**config.mk**
```make
export PLATFORM = sky130hd
export DESIGN_NAME = dac_spi_tx
export DESIGN_NICKNAME = d
export VERILOG_FILES = /design/src/rtl/dac_pkg.sv /design/src/rtl/rise_edge_det.sv /design/src/rtl/dac_spi_tx.sv
export SDC_FILE = /design/constraint.sdc
export NUM_CORES = 1
export LEC_CHECK = 0
export ABC_AREA = 1
export CORE_MARGIN = 2
export CORE_UTILIZATION = 55
export DETAILED_ROUTE_END_ITERATION = 10
export PLACE_DENSITY = 0.86
export SLEW_MARGIN = 40
export SYNTH_ARGS = -nofsm -noshare
export SYNTH_HDL_FRONTEND = slang
export SYNTH_HIERARCHICAL = 1
export SYNTH_SLANG_ARGS = --single-unit
```
**constraint.sdc**
```tcl
create_clock -name clk -period 2.9 [get_ports clk]
set_input_delay 0.58 -clock clk [delete_from_list [all_inputs] [get_ports clk]]
set_output_delay 0.58 -clock clk [all_outputs]
set_load 0.02 [all_outputs]
```
**src/rtl/dac_pkg.sv**
```systemverilog
// Shared definitions for the serial DAC transmitter: frame width,
// AD5320 power-down field codes and the transmitter FSM states.
`timescale 1ns/1ps
package dac_pkg;

    localparam int unsigned FRAME_W = 16;

    // AD5320 power-down field codes
    localparam logic [1:0] PD_NORMAL = 2'b00;
    localparam logic [1:0] PD_1K     = 2'b01;
    localparam logic [1:0] PD_100K   = 2'b10;
    localparam logic [1:0] PD_TRI    = 2'b11;

    typedef enum logic [1:0] {
        IDLE,
        SHIFT,
        HOLD,
        DONE
    } state_e;

endpackage

```
**src/rtl/rise_edge_det.sv**
```systemverilog
// Two-flop start synchronizer and rising-edge detector.
// Ports:
//   clk      - system clock
//   reset    - asynchronous active-high reset (clears both flops)
//   d_i      - asynchronous/level input
//   rise_c_o - combinational rising-edge flag, true for one cycle
`timescale 1ns/1ps
module rise_edge_det (
    input  logic clk,
    input  logic reset,
    input  logic d_i,
    output logic rise_c_o
);

    logic s0_q;
    logic s1_q;

    // Shift the input through two flops
    always_ff @(posedge clk or posedge reset) begin
        if (reset) begin
            s0_q <= 1'b0;
            s1_q <= 1'b0;
        end else begin
            s0_q <= d_i;
            s1_q <= s0_q;
        end
    end

    assign rise_c_o = s0_q & ~s1_q;

endmodule

```
**src/rtl/dac_spi_tx.sv**
```systemverilog
// Serial transmitter for an AD5320-class DAC. A rising edge on start
// captures u_in into the frame {2'b00, PD_MODE, u_in} and shifts it out
// MSB first over SYNC_n/SCLK/DIN, then pulses done after a short hold.
// Ports:
//   clk, reset  - system clock, asynchronous active-high reset
//   start       - upstream completion level; frames start on its rise
//   u_in        - DAC code, captured when the frame starts
//   dac_sync_n  - frame select, active low
//   dac_sclk    - serial clock, idles high, DAC samples on falling edge
//   dac_din     - serial data, MSB first
//   busy        - high while a frame is in progress
//   done        - one-cycle pulse at end of frame
`timescale 1ns/1ps
module dac_spi_tx
    import dac_pkg::*;
#(
    parameter int unsigned W        = 11,
    parameter int unsigned CLK_DIV  = 4,
    parameter logic [1:0]  PD_MODE  = PD_NORMAL,
    parameter int unsigned HOLD_CYC = 2
) (
    input  logic       clk,
    input  logic       reset,
    input  logic       start,
    input  logic [W:0] u_in,
    output logic       dac_sync_n,
    output logic       dac_sclk,
    output logic       dac_din,
    output logic       busy,
    output logic       done
);

    localparam int unsigned DIV_W  = (CLK_DIV > 1) ? $clog2(CLK_DIV) : 1;
    localparam int unsigned HOLD_W = (HOLD_CYC > 1) ? $clog2(HOLD_CYC) : 1;
    localparam int unsigned BIT_W  = $clog2(FRAME_W);

    state_e               state_q, state_d;
    logic [FRAME_W-1:0]   sr_q, sr_d;
    logic [DIV_W-1:0]     div_q, div_d;
    logic [BIT_W-1:0]     bit_q, bit_d;
    logic [HOLD_W-1:0]    hold_q, hold_d;
    logic                 sync_n_q, sync_n_d;
    logic                 sclk_q, sclk_d;
    logic                 din_q, din_d;
    logic                 busy_q, busy_d;
    logic                 done_q, done_d;

    logic                 rise_c;
    logic [FRAME_W-1:0]   frame_c;

    rise_edge_det u_start_det (
        .clk      (clk),
        .reset    (reset),
        .d_i      (start),
        .rise_c_o (rise_c)
    );

    assign frame_c = FRAME_W'({2'b00, PD_MODE, u_in});

    // State and output registers
    always_ff @(posedge clk or posedge reset) begin
        if (reset) begin
            state_q  <= IDLE;
            sr_q     <= '0;
            div_q    <= '0;
            bit_q    <= '0;
            hold_q   <= '0;
            sync_n_q <= 1'b1;
            sclk_q   <= 1'b1;
            din_q    <= 1'b0;
            busy_q   <= 1'b0;
            done_q   <= 1'b0;
        end else begin
            state_q  <= state_d;
            sr_q     <= sr_d;
            div_q    <= div_d;
            bit_q    <= bit_d;
            hold_q   <= hold_d;
            sync_n_q <= sync_n_d;
            sclk_q   <= sclk_d;
            din_q    <= din_d;
            busy_q   <= busy_d;
            done_q   <= done_d;
        end
    end

    // Next-state and output logic
    always_comb begin
        state_d  = state_q;
        sr_d     = sr_q;
        div_d    = div_q;
        bit_d    = bit_q;
        hold_d   = hold_q;
        sync_n_d = sync_n_q;
        sclk_d   = sclk_q;
        din_d    = din_q;
        busy_d   = busy_q;
        done_d   = 1'b0;

        case (state_q)
            IDLE: begin
                if (rise_c) begin
                    sr_d     = frame_c;
                    sync_n_d = 1'b0;
                    din_d    = frame_c[FRAME_W-1];
                    busy_d   = 1'b1;
                    bit_d    = '0;
                    div_d    = '0;
                    state_d  = SHIFT;
                end
            end

            SHIFT: begin
                if (div_q == DIV_W'(CLK_DIV - 1)) begin
                    div_d = '0;
                    if (sclk_q) begin
                        // Falling edge: DAC samples the current bit
                        sclk_d = 1'b0;
                    end else if (bit_q == BIT_W'(FRAME_W - 1)) begin
                        // Rising edge after the last bit closes the frame
                        sclk_d   = 1'b1;
                        sync_n_d = 1'b1;
                        din_d    = 1'b0;
                        hold_d   = '0;
                        state_d  = HOLD;
                    end else begin
                        // Rotate rather than shift; the wrapped bit is never sent
                        sclk_d = 1'b1;
                        sr_d   = {sr_q[FRAME_W-2:0], sr_q[FRAME_W-1]};
                        din_d  = sr_q[FRAME_W-2];
                        bit_d  = bit_q + BIT_W'(1);
                    end
                end else begin
                    div_d = div_q + DIV_W'(1);
                end
            end

            HOLD: begin
                if (hold_q == HOLD_W'(HOLD_CYC - 1)) begin
                    done_d  = 1'b1;
                    state_d = DONE;
                end else begin
                    hold_d = hold_q + HOLD_W'(1);
                end
            end

            DONE: begin
                busy_d  = 1'b0;
                state_d = IDLE;
            end

            default: begin
                state_d = IDLE;
            end
        endcase
    end

    assign dac_sync_n = sync_n_q;
    assign dac_sclk   = sclk_q;
    assign dac_din    = din_q;
    assign busy       = busy_q;
    assign done       = done_q;

endmodule

```
==> results of run 1 <==
-- metal layers --
layer / track usage (%) / up-vias / share of wire, %
met5: 0 / - / 0
met4: 7.94 / 0 / 1.6
met3: 6.28 / 4 / 3.9
met2: 37.6 / 31 / 49
met1: 30.1 / 710 / 45
li1: - / 744 / -
-- cells by family after synthesis --
group           after synthesis
simple gates                146
buf+inv                      34
flops                        32
compound gates                6
fa+ha+maj                     6
xor+xnor                      1
-- cell type report --
class                      instances  area (µm²)
timing repair buffer              21         205
sequential                        32         803
clock inverter                     3        42.5
clock buffer                       5        37.5
multi-input combinational        159         763
inverter                          22        82.6
fill                             242        1040
tap                               44        55.1
-- worst max path at each step --
stage	from	endpoint	depth (start not counted)
4_1_cts	state_q[1]	bit_q[3]	7
2_1_floorplan	state_q[1]	bit_q[3]	9
5_1_grt	state_q[1]	sr_q[9]	7
3_3_place_gp	state_q[1]	bit_q[3]	7
3_5_place_dp	state_q[1]	sr_q[14]	7
6_report	state_q[1]	bit_q[3]	7
-- synth_stat cells --
cell type | instances | share of area [%]
nand2_1 | 101 | 22
dfrtp_1 | 30 | 43
inv_1 | 21 | 4.5
nand4_1 | 21 | 7.6
nor2_1 | 8 | 1.7
nand3_1 | 7 | 2.0
buf_2 | 6 | 1.7
ha_1 | 6 | 4.3
nand2_2 | 4 | 1.4
o21ai_0 | 4 | 1.2
buf_4 | 3 | 1.3
buf_6 | 3 | 1.9
a21oi_1 | 2 | 0.58
dfstp_2 | 2 | 3.0
inv_2 | 1 | 0.22
nand3_2 | 1 | 0.58
nand4_4 | 1 | 1.2
nor2_2 | 1 | 0.36
nor3_1 | 1 | 0.29
or2_2 | 1 | 0.36
xnor2_1 | 1 | 0.50
-- cell usage in the layout, fill, tap and decap left out --
| cell | instances |
|---|---|
| a21oi_1 | 2 |
| buf_4 | 2 |
| bufinv_16 | 1 |
| clkbuf_4 | 5 |
| clkdlybuf4s50_1 | 19 |
| clkinv_2 | 1 |
| clkinvlp_4 | 1 |
| dfrtp_1 | 30 |
| dfstp_2 | 2 |
| ha_1 | 6 |
| inv_1 | 21 |
| inv_2 | 1 |
| nand2_1 | 101 |
| nand2_2 | 4 |
| nand3_1 | 7 |
| nand3_2 | 1 |
| nand4_1 | 21 |
| nand4_4 | 1 |
| nor2_1 | 8 |
| nor2_2 | 1 |
| nor3_1 | 1 |
| o21ai_0 | 4 |
| or2_2 | 1 |
| xnor2_1 | 1 |
-- flip-flops by register name, indices dropped and copies added (netlist names) --
signal / cells
bit_q: 4
dac_sclk: 1
dac_sync_n: 1
u_start_det/s0_q: 1
state_q: 2
sr_q: 16
div_q: 2
busy: 1
u_start_det/s1_q: 1
done: 1
hold_q: 1
dac_din: 1
-- critical path, cell delays in order, from the launching register on --
cell and delay [ps]:
dfrtp_1 420, inv_1 100, ha_1 510, nand2_2 120, nand2_2 370, nand3_2 420, nand2_1 160, nand2_1 70
-- per-stage QoR --
step           instance area, µm²  setup slack [ps]  instances  util (%)
2_1_floorplan                1740              1560        225         -
3_3_place_gp                 1910               740        278      63.1
3_5_place_dp                 1910               647        278      63.1
4_1_cts                      1990               639        286      65.7
5_1_grt                      1990               394        286      65.7
6_report                     1990               618        286      65.7
-- power breakdown --
part	switching, mW	leakage, nW	total, mW	internal, mW
clock network	0.161	0.0412	0.341	0.180
registers	0.0941	0.401	0.693	0.599
logic	0.556	0.665	0.833	0.278
total	0.811	1.11	1.87	1.06
==> results.sh, run 1 <==
export IMPL_run_status="finished, final reports clean"
export IMPL_vias=1489
export IMPL_numCtsBuffers=5
export IMPL_syn_avg_cell_area_um2=7.71
export IMPL_port_buffer_count=19
export IMPL_ys_seq_elements=32
export IMPL_routedWlPerCell_um=12.5
export IMPL_grt_pass1_wl_um=6190
export IMPL_critPathRequiredTime_ps=3120
export IMPL_place_hpwl_um=2370
export IMPL_yosys_area_share_simple_pct=37.4
export IMPL_rrSetupSlack_ps=620
export IMPL_final_hold_viol_count=0
export IMPL_drtAntennaViolNets=0
export IMPL_clock_skew_ps=13.2
export IMPL_synthXorXnorAreaFrac_pct=0.505
export IMPL_yosys_mux_area_fraction_pct=0
export IMPL_drtIter0Drc=82
export IMPL_critPathKind="flop to flop"
export IMPL_first_pass_iters=4
export IMPL_synth_top_family_by_area="simple AND/OR/NAND/NOR gates"
export IMPL_placeableCoreArea_um2=3030
export IMPL_reg2regPathDepth=7
export IMPL_holdWs_ps=401
export IMPL_row_count=20
export IMPL_fmax_mhz=438
export IMPL_ctsResizeCount=0
export IMPL_gp_congestion=0.753
export IMPL_grt_max_degree=31
export IMPL_route_detailed_drc=0
export IMPL_hold_path_end="u_start_det/s1_q"
export IMPL_rr_endpoint="bit_q[3]"
export IMPL_cts_sinks=32
export IMPL_slew_headroom_pct=63.4
export IMPL_syn_nets=246
export IMPL_netlist_area_um2=1740
export IMPL_p_per_area_nw_per_um2=938
export IMPL_die_h_um=60.2
export IMPL_via_per_inst=5.21
export IMPL_track_usage_pct=23.3
export IMPL_synthAdderAreaFrac_pct=4.33
export IMPL_die_width_um=60.2
export IMPL_p_leak_nw=1.11
export IMPL_post_cts_buffers=0
export IMPL_n_antenna_cell=0
export IMPL_power_mw=1.87
export IMPL_crit_fanout=23
export IMPL_area_delta_synth_final_pct=14.6
export IMPL_synth_compound_area_share_pct=1.73
export IMPL_ctsHoldBuffers=0
export IMPL_holdCritStartpoint="u_start_det/s0_q"
export IMPL_drv_cap=0
export IMPL_tightest_slew_ps=549
export IMPL_insertion_delay_ps=340
export IMPL_finalMaxSlewViolations=0
export IMPL_fin_nets=262
export IMPL_wirelength_um=3580
export IMPL_antenna_found_initial=0
export IMPL_start_kind="flop"
export IMPL_start_util_pct=57.3
export IMPL_drive_gt1_share_pct=8.68
export IMPL_yosysWarnings=6
export IMPL_finalSetupViolations=0
export IMPL_min_period_ps=2280
export IMPL_io_pins=20
export IMPL_whs_path_depth=0
export IMPL_globalRouteOverflowTotal=0
export IMPL_crit_path_end_kind="flop"
export IMPL_ys_seq_area_share_pct=46.3
export IMPL_hp_class="flop to flop"
export IMPL_synth_cell_type_count=21
export IMPL_ir_drop_uv=487
export IMPL_r2r_start="state_q[1]"
export IMPL_htree_levels=2
export IMPL_setup_tns_ps=0
export IMPL_die_area_um2=3620
export IMPL_path_clk_slew_ps=110
export IMPL_syn_instance_count=225
export IMPL_cts_buffer_depth=2
export IMPL_arrival_ps=2500
export IMPL_cts_root_buffer="clkbuf_4"
export IMPL_grt_pass1_vias=1368
export IMPL_cts_tree="done"
export IMPL_rsz0062_at_grt="no"
export IMPL_period_share_pct=78.7
Power figures use the tool's default switching activity.
==> inputs of run 2 (changes only) <==
==> constraint.sdc (replaced) <==
create_clock -name clk -period 2.3 [get_ports clk]
set_input_delay 0.46 -clock clk [delete_from_list [all_inputs] [get_ports clk]]
set_output_delay 0.46 -clock clk [all_outputs]
set_load 0.02 [all_outputs]
==> run 2 against run 1 <==
  * Total power increased by 21%
  * Non-clock buffer count increased by 3
  * Hold slack got worse by 110 ps
  * Critical path type is now flop to output port
  * Critical endpoint is now dac_sclk
==> results.sh, run 2 (synthesized netlist as in run 1, its figures left out) <==
export IMPL_run_status="finished, final reports clean"
export IMPL_path_clk_slew_ps=110
export IMPL_top_regs="sr_q x16, bit_q x4"
export IMPL_post_cts_buffers=0
export IMPL_final_cells=289
export IMPL_start_kind="flop"
export IMPL_n_antenna_cell=0
export IMPL_port_buffer_count=19
export IMPL_placeableCoreArea_um2=3030
export IMPL_holdWs_ps=289
export IMPL_fin_nets=265
export IMPL_io_pins=20
export IMPL_rrSetupSlack_ps=530
export IMPL_ir_drop_uv=538
export IMPL_htree_levels=2
export IMPL_largest_reg_flops=16
export IMPL_place_hpwl_um=2270
export IMPL_cts_buffer_depth=2
export IMPL_drv_cap=0
export IMPL_worst_path_largest_cell_delay_ps=590
export IMPL_crit_cells=1
export IMPL_finalSetupViolations=0
export IMPL_rr_endpoint="sr_q[6]"
export IMPL_route_detailed_drc=0
export IMPL_cts_tree="done"
export IMPL_setup_tns_ps=0
export IMPL_wirelength_um=3210
export IMPL_die_h_um=60.2
export IMPL_fmax_mhz=513
export IMPL_top_register="sr_q"
export IMPL_final_common_cell="nand2_1"
export IMPL_path_cells="clkdlybuf4s50_1"
export IMPL_track_usage_pct=21.2
export IMPL_ctsHoldBuffers=0
export IMPL_critical_path_top_delay_family="buffers and inverters"
export IMPL_globalRouteOverflowTotal=0
export IMPL_drtIter0Drc=55
export IMPL_vias=1426
export IMPL_row_count=20
export IMPL_cts_sinks=32
export IMPL_hp_class="input port to async pin"
export IMPL_crit_path_end_kind="output port"
export IMPL_arrival_ps=1490
export IMPL_p_leak_nw=1.12
export IMPL_multi_input_area_um2=763
export IMPL_critPathRequiredTime_ps=1840
export IMPL_final_hold_viol_count=0
export IMPL_seq_area_um2=803
export IMPL_gp_congestion=0.842
export IMPL_min_period_ps=1950
export IMPL_first_pass_iters=4
export IMPL_grt_max_degree=31
export IMPL_drtAntennaViolNets=0
export IMPL_die_width_um=60.2
export IMPL_antenna_found_initial=0
export IMPL_tightest_slew_ps=381
export IMPL_clock_skew_ps=9.68
export IMPL_critPathKind="flop to output port"
export IMPL_rsz0062_at_grt="no"
export IMPL_drive_gt1_share_pct=9.80
export IMPL_slowest_stage="clkdlybuf4s50_1"
export IMPL_r2r_start="state_q[1]"
export IMPL_numCtsBuffers=5
export IMPL_reg2regPathDepth=7
export IMPL_ctsResizeCount=0
export IMPL_grt_pass1_vias=1293
export IMPL_start_util_pct=57.3
export IMPL_power_mw=2.26
export IMPL_grt_pass1_wl_um=5650
export IMPL_finalMaxSlewViolations=0
export IMPL_cts_root_buffer="clkbuf_4"
export IMPL_period_share_pct=84.7
export IMPL_worst_path_buf_inv=1
export IMPL_routedWlPerCell_um=11.1
export IMPL_via_per_inst=4.93
export IMPL_final_cell_mix="nand2_1 (101), dfrtp_1 (30), inv_1 (21), nand4_1 (21), clkdlybuf4s50_1 (19)"
export IMPL_p_per_area_nw_per_um2=1140
export IMPL_placed_cells=281
export IMPL_die_area_um2=3620
export IMPL_fill_cells=250
export IMPL_slew_headroom_pct=74.6
export IMPL_crit_fanout=3
export IMPL_area_delta_synth_final_pct=14.6
export IMPL_insertion_delay_ps=340
run 2: layout make-up:
type / instances / area share (%)
clock buffers: 5 / 1.89
clock inverters: 3 / 0.944
inverters: 22 / 4.15
multi-input cells: 159 / 38.4
flip-flops and latches: 32 / 40.4
well taps: 44 / 2.77
repair buffers: 24 / 11.5
run 2: metrics by stage:
step | cell area [µm²] | util, % | worst slack (ps)
floorplan | 1740 | - | 965
global placement | 1930 | 63.8 | 565
detailed placement | 1930 | 63.8 | 507
CTS | 1990 | 65.7 | 336
global route | 1990 | 65.7 | 293
finish | 1990 | 65.7 | 351
run 2: metal layers:
| metal | routed length, µm | vias to the layer above | track usage, % |
|---|---|---|---|
| met1 | 1560 | 651 | 27.0 |
| met3 | 105 | 2 | 7.14 |
| met5 | 0 | - | 0 |
| li1 | - | 751 | - |
| met2 | 1520 | 22 | 33.9 |
| met4 | 22 | 0 | 6.67 |
run 2: where the power goes:
group | internal (mW) | total (mW) | switching, mW
Sequential | 0.755 | 0.871 | 0.116
Combinational | 0.384 | 1.07 | 0.687
Clock | 0.117 | 0.320 | 0.202
run 2: worst max-delay path by stage:
stage,from,end,slack [ps]
final,dac_sclk,dac_sclk,350
after global routing,dac_sclk,dac_sclk,290
after CTS,dac_sclk,dac_sclk,340
after floorplan,state_q[1],bit_q[3],960
after detailed placement,state_q[1],sr_q[14],510
after global placement,state_q[1],sr_q[7],570
==> inputs of run 3 (changes only) <==
==> constraint.sdc (replaced) <==
create_clock -name clk -period 1.8 [get_ports clk]
set_input_delay 0.36 -clock clk [delete_from_list [all_inputs] [get_ports clk]]
set_output_delay 0.36 -clock clk [all_outputs]
set_load 0.02 [all_outputs]
==> run 3 against run 2 <==
  * First-iteration DRC count is 1.8% lower
  * Hold slack worse by 93 ps
  * Register-to-register slack worse by 370 ps
  * Routed wire length is 3.4% higher
  * Critical endpoint is now dac_din
  * Largest power group unchanged
  * Clock skew is 3.2 ps lower
==> results.sh, run 3 (synthesized netlist as in run 1, its figures left out) <==
export IMPL_run_status="finished, final reports clean"
export IMPL_globalRouteOverflowTotal=0
export IMPL_insertion_delay_ps=330
export IMPL_numCtsBuffers=5
export IMPL_power_internal_mw=1.67
export IMPL_routedWlPerCell_um=11.4
export IMPL_fin_nets=267
export IMPL_r2r_start="state_q[1]"
export IMPL_fmax_mhz=599
export IMPL_finalSetupViolations=0
export IMPL_first_pass_iters=4
export IMPL_post_cts_buffers=0
export IMPL_largest_reg_flops=16
export IMPL_htree_levels=2
export IMPL_antenna_found_initial=0
export IMPL_grt_max_degree=31
export IMPL_p_leak_nw=1.13
export IMPL_start_util_pct=57.3
export IMPL_setup_ws_ps=131
export IMPL_drtAntennaViolNets=0
export IMPL_die_area_um2=3620
export IMPL_cts_tree="done"
export IMPL_finalMaxSlewViolations=0
export IMPL_drtIter0Drc=54
export IMPL_start_kind="flop"
export IMPL_combPwrFrac_pct=47.5
export IMPL_cts_root_buffer="clkbuf_4"
export IMPL_hp_class="input port to async pin"
export IMPL_path_cells="clkdlybuf4s50_1"
export IMPL_final_common_cell="nand2_1"
export IMPL_crit_fanout=2
export IMPL_die_h_um=60.2
export IMPL_top_register="sr_q"
export IMPL_io_pins=20
export IMPL_critPathKind="flop to output port"
export IMPL_cts_sinks=32
export IMPL_critical_path_top_delay_family="buffers and inverters"
export IMPL_rr_endpoint="hold_q"
export IMPL_n_antenna_cell=0
export IMPL_ir_drop_uv=662
export IMPL_gp_congestion=0.773
export IMPL_route_detailed_drc=0
export IMPL_worst_path_buf_inv=1
export IMPL_die_width_um=60.2
export IMPL_p_per_area_nw_per_um2=1470
export IMPL_crit_path_end_kind="output port"
export IMPL_tightest_slew_ps=362
export IMPL_row_count=20
export IMPL_area_delta_synth_final_pct=16.2
export IMPL_slew_headroom_pct=75.9
export IMPL_wirelength_um=3320
export IMPL_final_hold_viol_count=0
export IMPL_swShare_pct=43.7
export IMPL_p_sw_mw=1.29
export IMPL_pwr_share_clk_pct=14.7
export IMPL_drv_cap=0
export IMPL_grt_busiest_layer="met2"
export IMPL_arrival_ps=1310
export IMPL_pwr_share_seq_pct=37.8
export IMPL_period_share_pct=92.7
export IMPL_via_per_inst=5.16
export IMPL_grt_pass1_wl_um=5730
export IMPL_path_clk_slew_ps=100
export IMPL_cts_buffer_depth=2
export IMPL_place_hpwl_um=2290
export IMPL_drive_gt1_share_pct=10.5
export IMPL_clock_skew_ps=6.47
export IMPL_min_period_ps=1670
export IMPL_critPathRequiredTime_ps=1440
export IMPL_grt_pass1_vias=1317
export IMPL_port_buffer_count=19
export IMPL_final_cell_mix="nand2_1 (101), dfrtp_1 (30), inv_1 (21), nand4_1 (21), clkdlybuf4s50_1 (17)"
export IMPL_top_regs="sr_q x16, bit_q x4"
export IMPL_met2_usage_pct=34.5
export IMPL_placeableCoreArea_um2=3030
export IMPL_worst_path_largest_cell_delay_ps=610
export IMPL_pre_cts_slack_ps=110
export IMPL_reg2regPathDepth=6
export IMPL_track_usage_pct=21.6
export IMPL_setup_tns_ps=0
export IMPL_use_met3_pct=7.14
export IMPL_rrSetupSlack_ps=160
export IMPL_vias=1502
export IMPL_slowest_stage="clkdlybuf4s50_1"
export IMPL_ctsHoldBuffers=0
export IMPL_rsz0062_at_grt="no"
export IMPL_grt_util_met1_pct=26.3
## run 3: per-stage QoR
stage	power, mW	hold slack [ps]	instances	area (µm²)	utilization, %
detailed placement	2.50	364	283	1950	64.3
floorplan	2.23	101	225	1740	-
finish	2.96	197	291	2020	66.6
CTS	2.93	185	291	2010	66.2
global placement	2.46	359	283	1950	64.3
global route	3.23	184	291	2020	66.6
## run 3: cell type report
class	instances	area (µm²)
multi-input combinational	159	771
inverter	22	82.6
sequential	32	803
timing repair buffer	26	244
clock inverter	2	10.0
tap	44	55.1
fill	248	1010
clock buffer	6	51.3
## run 3: repair_timing
action,4_1_cts,5_1_grt
setup endpoints to repair,2,21
resized for setup,2,2
pin swaps,0,0
## run 3: how the worst max path moves through the flow
stage	from	end	slack (ps)	depth (start not counted)
after global placement	state_q[1]	hold_q	150	6
after CTS	state_q[1]	hold_q	100	6
after global routing	state_q[1]	hold_q	30	6
after detailed placement	state_q[1]	hold_q	110	6
final	dac_din	dac_din	130	1
after floorplan	state_q[1]	bit_q[3]	460	9
## run 3: per-layer routing
layer  routed length, µm  part of all wire (%)
met3                 140                   4.2
met4                  56                   1.7
met5                   0                     0
met2                1580                    48
met1                1540                    46
## run 3: power groups by stage
stage / logic (mW) / registers, mW / clock network (mW)
after detailed placement: 1.37 / 1.13 / 0
after global routing: 1.60 / 1.15 / 0.480
final: 1.40 / 1.12 / 0.434
after CTS: 1.37 / 1.12 / 0.442
after floorplan: 1.10 / 1.13 / 0
after global placement: 1.34 / 1.12 / 0
